`src/rtl/spi_tx_feeder_if.sv`:
```
// spi_tx_feeder_if: host and SPI-master side signals of the TX feeder.
// master = host/SPI side that drives requests, slave = the feeder.
interface spi_tx_feeder_if #(
    parameter int AW = 3
);
    logic          wr_en;
    logic [7:0]    wr_data;
    logic          flush;
    logic          spi_busy;
    logic          spi_valid;
    logic [7:0]    data;
    logic          spi_start;
    logic          full;
    logic          empty;
    logic [AW:0]   count;
    logic          overflow;
    logic [7:0]    sent_cnt;

    modport master (
        output wr_en, wr_data, flush, spi_busy, spi_valid,
        input  data, spi_start, full, empty, count, overflow, sent_cnt
    );

    modport slave (
        input  wr_en, wr_data, flush, spi_busy, spi_valid,
        output data, spi_start, full, empty, count, overflow, sent_cnt
    );
endinterface

```
`src/rtl/spi_tx_feeder.sv`:
```
// spi_tx_feeder: byte FIFO that feeds an SPI master one byte at a time.
// Head byte is latched into data on the IDLE->LOAD edge, popped at LOAD exit.
module spi_tx_feeder #(
    parameter int DEPTH = 8,
    parameter int AW    = 3
) (
    input  logic           spi_clk,
    input  logic           reset,
    spi_tx_feeder_if.slave bus
);

    localparam logic [1:0] IDLE      = 2'd0;
    localparam logic [1:0] LOAD      = 2'd1;
    localparam logic [1:0] WAIT_BUSY = 2'd2;
    localparam logic [1:0] WAIT_DONE = 2'd3;

    localparam logic [AW:0] FULL_CNT = (AW+1)'(DEPTH);

    logic [1:0]    state;
    logic [1:0]    state_nx;
    logic [7:0]    mem [DEPTH];
    logic [AW-1:0] wr_ptr;
    logic [AW-1:0] rd_ptr;
    logic [AW:0]   count;
    logic [7:0]    data_q;
    logic [7:0]    sent_q;
    logic          ovf_q;
    logic          push;
    logic          pop;
    logic          load_go;
    logic          done;

    assign bus.count     = count;
    assign bus.full      = (count == FULL_CNT);
    assign bus.empty     = (count == '0);
    assign bus.data      = data_q;
    assign bus.spi_start = (state == LOAD);
    assign bus.overflow  = ovf_q;
    assign bus.sent_cnt  = sent_q;

    // A flushed cycle ignores the write; a full FIFO rejects it.
    assign push    = bus.wr_en & ~bus.full & ~bus.flush;
    // Guard covers a flush that landed while entering LOAD.
    assign pop     = (state == LOAD) & ~bus.empty;
    assign load_go = (state == IDLE) & ~bus.empty & ~bus.spi_busy;
    assign done    = bus.spi_valid &
                     ((state == WAIT_BUSY) | (state == WAIT_DONE));

    // Transfer sequencing toward the SPI master.
    always_comb begin
        state_nx = state;
        unique case (state)
            IDLE:      if (load_go) state_nx = LOAD;
            LOAD:      state_nx = WAIT_BUSY;
            WAIT_BUSY: begin
                if (bus.spi_valid)     state_nx = IDLE;
                else if (bus.spi_busy) state_nx = WAIT_DONE;
            end
            WAIT_DONE: if (bus.spi_valid) state_nx = IDLE;
            default:   state_nx = IDLE;
        endcase
    end

    // FIFO storage; contents are don't-care after reset.
    always_ff @(posedge spi_clk) begin
        if (push) mem[wr_ptr] <= bus.wr_data;
    end

    // Pointers and occupancy, with synchronous flush.
    always_ff @(posedge spi_clk or negedge reset) begin
        if (!reset) begin
            wr_ptr <= '0;
            rd_ptr <= '0;
            count  <= '0;
        end else if (bus.flush) begin
            wr_ptr <= '0;
            rd_ptr <= '0;
            count  <= '0;
        end else begin
            if (push) wr_ptr <= wr_ptr + AW'(1);
            if (pop)  rd_ptr <= rd_ptr + AW'(1);
            unique case ({push, pop})
                2'b10:   count <= count + (AW+1)'(1);
                2'b01:   count <= count - (AW+1)'(1);
                default: count <= count;
            endcase
        end
    end

    // State, presented byte, completion counter and overflow pulse.
    always_ff @(posedge spi_clk or negedge reset) begin
        if (!reset) begin
            state  <= IDLE;
            data_q <= 8'h00;
            sent_q <= 8'h00;
            ovf_q  <= 1'b0;
        end else begin
            state <= state_nx;
            ovf_q <= bus.wr_en & bus.full & ~bus.flush;
            if (load_go) data_q <= mem[rd_ptr];
            if (done)    sent_q <= sent_q + 8'd1;
        end
    end

endmodule

```
`src/flat_wrapper.sv`:
```
// flat-port wrapper written by rule: the top's interface ports become plain ports
module spi_tx_feeder_flat 
#(
    parameter int DEPTH = 8,
    parameter int AW    = 3
)
  (spi_clk, reset, bus_wr_en, bus_wr_data, bus_flush, bus_spi_busy, bus_spi_valid, bus_data, bus_spi_start, bus_full, bus_empty, bus_count, bus_overflow, bus_sent_cnt);
  spi_tx_feeder_if #(.AW(AW)) bus_i ();
  input  logic spi_clk;
  input  logic reset;
  input wire logic [$bits(bus_i.wr_en)-1:0] bus_wr_en;
  input wire logic [$bits(bus_i.wr_data)-1:0] bus_wr_data;
  input wire logic [$bits(bus_i.flush)-1:0] bus_flush;
  input wire logic [$bits(bus_i.spi_busy)-1:0] bus_spi_busy;
  input wire logic [$bits(bus_i.spi_valid)-1:0] bus_spi_valid;
  output wire logic [$bits(bus_i.data)-1:0] bus_data;
  output wire logic [$bits(bus_i.spi_start)-1:0] bus_spi_start;
  output wire logic [$bits(bus_i.full)-1:0] bus_full;
  output wire logic [$bits(bus_i.empty)-1:0] bus_empty;
  output wire logic [$bits(bus_i.count)-1:0] bus_count;
  output wire logic [$bits(bus_i.overflow)-1:0] bus_overflow;
  output wire logic [$bits(bus_i.sent_cnt)-1:0] bus_sent_cnt;
  assign bus_i.wr_en = bus_wr_en;
  assign bus_i.wr_data = bus_wr_data;
  assign bus_i.flush = bus_flush;
  assign bus_i.spi_busy = bus_spi_busy;
  assign bus_i.spi_valid = bus_spi_valid;
  assign bus_data = bus_i.data;
  assign bus_spi_start = bus_i.spi_start;
  assign bus_full = bus_i.full;
  assign bus_empty = bus_i.empty;
  assign bus_count = bus_i.count;
  assign bus_overflow = bus_i.overflow;
  assign bus_sent_cnt = bus_i.sent_cnt;
  spi_tx_feeder #(.DEPTH(DEPTH), .AW(AW)) u_core (.spi_clk(spi_clk), .reset(reset), .bus(bus_i));
endmodule
```
`config.mk`:
```
export PLATFORM = sky130hd
export DESIGN_NAME = spi_tx_feeder_flat
export DESIGN_NICKNAME = d
export VERILOG_FILES = /design/src/rtl/spi_tx_feeder_if.sv /design/src/rtl/spi_tx_feeder.sv /design/src/flat_wrapper.sv
export SDC_FILE = /design/constraint.sdc
export NUM_CORES = 1
export LEC_CHECK = 0
export BUFFER_PORTS_ARGS = -buffer_cell sky130_fd_sc_hd__buf_2
export CAP_MARGIN = 20
export CORE_MARGIN = 3
export CORE_UTILIZATION = 58
export DETAILED_ROUTE_END_ITERATION = 10
export GPL_TIMING_DRIVEN = 0
export MAX_ROUTING_LAYER = met4
export PLACE_DENSITY = 0.87
export SYNTH_ARGS = -nofsm -noshare
export SYNTH_HDL_FRONTEND = slang
export SYNTH_SLANG_ARGS = --single-unit
```
`constraint.sdc`:
```
create_clock -name spi_clk -period 3.35 [get_ports spi_clk]
set_input_delay 0.335 -clock spi_clk [delete_from_list [all_inputs] [get_ports spi_clk]]
set_output_delay 0.335 -clock spi_clk [all_outputs]
set_load 0.1 [all_outputs]
```
==> results.toml, run 1 <==
[run_status]
outcome = "complete, no violations"

[synth]
ys_top_cells_by_count = "edfxtp_1 (64), dfrtp_1 (29), nand2_1 (17)"
ys_types = 41
synth_fp_nets = 262
syn_inst = 243
postSynthRegisterBits = 93
synth_edf_count = 64
yosysSeqAreaShare = 0.687
ys_top_cells_by_area = "edfxtp_1 (50%), dfrtp_1 (19%), mux4_2 (9.3%)"
post-synth-top-area-fraction = 0.498
mappedNetlistArea_um2 = 3860
yosys.cell_count.top_type = "edfxtp_1"
avgSynthCellArea_um2 = 15.9
synthesis.yosys.warnings = 0
asyncSetResetFlopFracSynth = 0.312
postSynth.topFlopCell = "edfxtp_1"
synth_top_area_cell = "edfxtp_1"

[sta]
slew-limit-headroom = 0.385
finalSetupTns_ns = 0
setup_repair_after_global_routing_missed_its_margin = "no"
final_slew_viol_count = 0
worst_slew_pin_slew_ns = 0.919
clock-skew-final_ns = 0.0138
hold_violations = 0
post-route-period-util = 0.851
setup_viol_count_final = 0
min_period_ns = 2.85
timing.fmax_mhz = 351

[die]
die_h_um = 87.5
rows = 29
total_die_area_um2 = 7660
floorplan.initialDensity = 0.604
fp.dieW_um = 87.5
design.core.area_um2 = 6390
num_io_pins = 38

[placement]
port-buffer-count = 37
gp_congestion = 0.882
numPlacedInstances = 362
placedInstanceArea_um2 = 4190
hpwlAfterDp_um = 5240

[worst_setup_path]
critical_path.max_stage_delay_ns = 0.51
startpoint_type = "flop"
cp.arrival_ns = 3.13
critical_path_required_ns = 3.63
critical_path.cell_chain = "buf_6 -> or4b_1 -> buf_2 -> a211oi_2 -> ha_1 -> a21oi_1 -> a211o_1 -> or4_1 -> nand3_1"
timing.setup.critical_path_class = "flop to flop"
crit_slowest_cell = "or4b_1"
timing.critical_path.to_type = "flop"
cp_max_fo = 9

[pwr]
p_leak_uw = 0.00163
p_per_area_nw_per_um2 = 793
irDropWorstVdd_v = 0.000900

[final_layout]
utilization = 0.688
drive_gt1_frac = 0.291
antenna_cells_inserted = 0
finalNetCount = 316
final_area_um2 = 4390
layout.cells.non_filler = 379
areaGrowthSynthToFinish_pct = 14.0

[routing]
routedWlPerCell_um = 19.6
routed_wirelength_um = 7440
via_count = 2301
route.detailed.drc = 0
antenna_left = 0
routed_via_density = 6.07
dr.first_iter.drc_count = 204
drt_pass1_iterations = 5

[clocking]
clock_latency_ns = 0.36
clock_tree.htree_level_count = 3
numClockSinks = 93
tritoncts = "yes"
clock_path_buffers = 2
cts_buffers = 9
clockRootBuffer = "clkbuf_8"
clkTransAtPathRegs_ns = 0.09

[min_path]
hold_path_class = "input pin to flop"

[global_routing]
first_global_vias = 2270
antenna_found_initial = 0
globalRouteTotalUtil = 0.224
grt_max_degree = 30
first_pass_grt_wire_length_um = 12000
grt-ovfl-total = 0

[job]
drv_cap = 0
==> area by class of cell <==
| type | instances | area [um^2] |
|---|---|---|
| Timing Repair Buffer | 43 | 233 |
| Sequential cell | 93 | 2650 |
| Clock inverter | 7 | 71.3 |
| Fill cell | 415 | 1990 |
| Multi-Input combinational cell | 136 | 1150 |
| Inverter | 5 | 22.5 |
| Clock buffer | 9 | 124 |
| Buffer | 9 | 45.0 |
| Tap cell | 77 | 96.3 |
==> state kept, by name (all words and copies together) (netlist names) <==
name and flops:
u_core.bus.count 4, u_core.wr_ptr 3, u_core.bus.overflow 1, u_core.bus.data 8
u_core.bus.sent_cnt 8, u_core.rd_ptr 3, u_core.mem 64, u_core.state 2
==> power breakdown <==
| part | internal [uW] | leakage (uW) | switching (uW) | total (uW) |
|---|---|---|---|---|
| logic | 269 | 0.000581 | 1030 | 1290 |
| clock network | 346 | 0.0000937 | 386 | 732 |
| registers | 1350 | 0.000952 | 105 | 1460 |
==> what timing repair did <==
action / in CTS / in global routing
hold buffers: 1 / 0
hold endpoints to repair: 6 / 0
setup buffers: 0 / 0
resized for setup: 0 / 0
==> kinds of logic (layout without fill, tap and decap cells) <==
| logic type | count (synthesis) | count (layout) | synth area share |
|---|---|---|---|
| flops | 93 | 93 | 0.687 |
| fa+ha+maj | 5 | 5 | 0.0162 |
| xor+xnor | 12 | 12 | 0.0273 |
| compound gates | 29 | 29 | 0.0506 |
| buf+inv | 14 | 73 | 0.0165 |
| simple gates | 65 | 65 | 0.0857 |
| mux | 25 | 25 | 0.117 |
==> worst max-delay path: cells and delay by family (launching register included) <==
family | cells | cell delay, ns
fa+ha+maj | 1 | 0.27
buf+inv | 2 | 0.32
flops | 1 | 0.41
compound gates | 3 | 0.70
simple gates | 3 | 1.08
==> through the flow <==
| stage | total power (uW) | setup slack [ns] | hold WS, ns |
|---|---|---|---|
| finish | 3490 | 0.498 | 0.249 |
| global route | 3650 | 0.369 | 0.235 |
| CTS | 3500 | 0.509 | 0.231 |
| global placement | 2750 | 0.585 | 0.388 |
| floorplan | 2540 | 0.00215 | 0.0394 |
| detailed placement | 2780 | 0.537 | 0.392 |
==> final timing paths <==
path,from,endpoint,slack (ns),cells past startpoint
max in group asynchronous,reset,u_core.bus.count[3]$_DFFE_PN0P_,2.36,2
min in group asynchronous,reset,u_core.bus.sent_cnt[5]$_DFFE_PN0P_,0.53,2
worst max-delay path,u_core.bus.count[1]$_DFFE_PN0P_,u_core.bus.count[3]$_DFFE_PN0P_,0.50,9
worst max register to register,u_core.bus.count[1]$_DFFE_PN0P_,u_core.bus.count[3]$_DFFE_PN0P_,0.50,9
worst min register to register,u_core.bus.sent_cnt[7]$_DFFE_PN0P_,u_core.bus.sent_cnt[7]$_DFFE_PN0P_,0.48,1
worst min-delay path,bus_wr_data[6],u_core.mem[0][6]$_DFFE_PP_,0.25,1
==> cell usage in the layout, fill, tap and decap left out, drive strengths merged, types with 4 or more instances in the layout <==
cell,instances
nand2b,5
nor3,5
ha,5
edfxtp,64
xnor2,8
buf,48
inv,6
dfrtp,29
mux2i,8
nand2,17
nand3,8
a21oi,6
nor2,14
xor2,4
clkbuf,12
o21ai,12
mux4,16
==> layer usage <==
| metal | global-route usage | wire length (um) |
|---|---|---|
| met1 | 0.284 | 3090 |
| met2 | 0.353 | 3770 |
| met3 | 0.0489 | 459 |
| met4 | 0.0962 | 114 |
| met5 | - | 0 |
No activity file was read; power rests on OpenSTA's default activity.
==> run 2: changes to the inputs <==
CAP_MARGIN = not set   (was 20)
RECOVER_POWER = 50   (was not set)
TNS_END_PERCENT = 5   (was not set)
==> run 2 against run 1 <==
The flow now finishes with violations (max-capacitance violations, max-slew violations); combinational power about the same; power up 0.72%; utilization down 0.29 points; clock power up 2%; largest cell class unchanged; highest routed layer unchanged.
==> results.toml, run 2 (synthesis gave the netlist of run 1 again) <==
[run_status]
outcome = "finished, violations left"
violations = "max-capacitance violations, max-slew violations"

[routing]
dr.first_iter.drc_count = 223
antenna_left = 0
routedWlPerCell_um = 20.3
route.detailed.drc = 0
via_count = 2244
drt_pass1_iterations = 4
routed_via_density = 5.95
routed_wirelength_um = 7650

[worst_setup_path]
cp.arrival_ns = 3.21
startpoint_type = "flop"
critical_path_required_ns = 3.63
cp_max_fo = 9
timing.critical_path.to_type = "flop"
timing.setup.critical_path_class = "flop to flop"

[sta]
hold_violations = 0
min_period_ns = 2.93
clock-skew-final_ns = 0.0112
whs_ns = 0.273
finalSetupTns_ns = 0
slew-limit-headroom = -0.0369
setup_viol_count_final = 0
setup_repair_after_global_routing_missed_its_margin = "no"
worst_slew_pin_slew_ns = 1.56
post-route-period-util = 0.875
final_slew_viol_count = 30
timing.fmax_mhz = 341

[final_layout]
regMostFlops = "u_core.mem"
flip_flop_count_of_the_largest_register_after_layout = 64
commonest_non_fill_non_tap_cells_in_the_layout = "edfxtp_1 (64), buf_2 (28), dfrtp_1 (26), nand2_1 (17)"
antenna_cells_inserted = 0
finalNetCount = 314
layout.cells.non_filler = 377
count_of_fill_cells_added_during_filler_insertion = 418
drive_gt1_frac = 0.253
mostFrequentLayoutCell = "edfxtp_1"
areaGrowthSynthToFinish_pct = 13.5
final_area_um2 = 4380

[pwr]
clkPwrFrac = 0.214
p_per_area_nw_per_um2 = 802
power.share.sequential = 0.417
power.switching_uw = 1540
irDropWorstVdd_v = 0.000922
sw_frac_of_total = 0.439
intPower_uw = 1970
part_of_the_total_power_dissipated_in_combinational_logic = 0.370
p_leak_uw = 0.00159
total_power_uw = 3510

[die]
die_h_um = 87.5
floorplan.initialDensity = 0.604
design.core.area_um2 = 6390
num_io_pins = 38
total_die_area_um2 = 7660
fp.dieW_um = 87.5
rows = 29

[placement]
gp_congestion = 0.882
port-buffer-count = 37
placedInstanceArea_um2 = 4160
numPlacedInstances = 358
hpwlAfterDp_um = 5040

[global_routing]
grt-ovfl-total = 0
antenna_found_initial = 0
globalRouteTotalUtil = 0.227
first_global_vias = 2303
groute.layer.met3.usage = 0.0442
gr-usage-met2 = 0.359
grt_most_used_layer = "met2"
met1_usage = 0.295
first_pass_grt_wire_length_um = 12200
grt_max_degree = 30

[clocking]
cts_buffers = 9
numClockSinks = 93
clockRootBuffer = "clkbuf_8"
clock_path_buffers = 2
clock_latency_ns = 0.35
tritoncts = "yes"
post_cts.resized_instances = 0
clock_tree.htree_level_count = 3
clkTransAtPathRegs_ns = 0.09

[job]
drv_cap = 1

[min_path]
hold_path_class = "input pin to flop"
[run 2: changes by cell type in the layout (fill, tap and decap cells not counted), moves of 2 or more]
| cell | previous run | this run |
|---|---|---|
| buf_4 | 5 | 2 |
| clkbuf_1 | 3 | 16 |
| nor3_1 | 5 | 3 |
| buf_2 | 40 | 28 |
| nor3_2 | 0 | 2 |
[run 2: through the flow]
step | setup slack (ns) | util
after floorplan | 0.00215 | -
final | 0.420 | 0.685
after detailed placement | 0.545 | 0.651
after global placement | 0.585 | 0.649
after global routing | 0.314 | 0.685
after CTS | 0.461 | 0.684
[run 2: layout make-up]
type | count | area [um^2] | area share
buffer | 9 | 45.0 | 0.0103
timing repair buffer | 41 | 203 | 0.0463
tap | 77 | 96.3 | 0.0220
inverter | 5 | 22.5 | 0.00515
multi-input combinational | 136 | 1160 | 0.265
sequential | 93 | 2650 | 0.606
clock buffer | 10 | 128 | 0.0292
clock inverter | 6 | 68.8 | 0.0157
[run 2: final timing paths]
kind | startpoint | to | slack [ns] | depth (start not counted)
min in group asynchronous | reset | u_core.bus.overflow$_DFF_PN0_ | 0.89 | 2
max | u_core.bus.count[1]$_DFFE_PN0P_ | u_core.bus.count[3]$_DFFE_PN0P_ | 0.42 | 9
max reg2reg | u_core.bus.count[1]$_DFFE_PN0P_ | u_core.bus.count[3]$_DFFE_PN0P_ | 0.42 | 9
min reg2reg | u_core.bus.sent_cnt[7]$_DFFE_PN0P_ | u_core.bus.sent_cnt[7]$_DFFE_PN0P_ | 0.48 | 1
max in group asynchronous | reset | u_core.bus.count[3]$_DFFE_PN0P_ | 1.44 | 2
min | bus_spi_valid | u_core.state[0]$_DFFE_PN0P_ | 0.27 | 3
[run 2: repair_timing]
action	CTS	global route
hold buffers	1	0
setup endpoints to repair	0	0
hold endpoints to repair	6	0
setup buffers	0	0
[run 2: per-layer routing]
metal	vias to the layer above	wire length [um]
li1	1036	-
met1	1124	3250
met2	76	3920
met3	8	415
met4	0	67
met5	-	0
[run 2: power groups by stage]
stage / Combinational (uW) / Clock [uW] / Sequential, uW
after global placement: 1270 / 0 / 1480
after detailed placement: 1290 / 0 / 1480
final: 1300 / 750 / 1460
after floorplan: 446 / 0 / 2090
after global routing: 1370 / 815 / 1480
after CTS: 1300 / 761 / 1460
[run 2: critical path: stages (launching register included)]
cell	delay [ns]
dfrtp_2	0.41
buf_6	0.13
or4b_1	0.50
buf_2	0.19
a211oi_2	0.35
ha_1	0.30
a21oi_1	0.11
a211o_1	0.30
or4_1	0.47
nand3_1	0.10
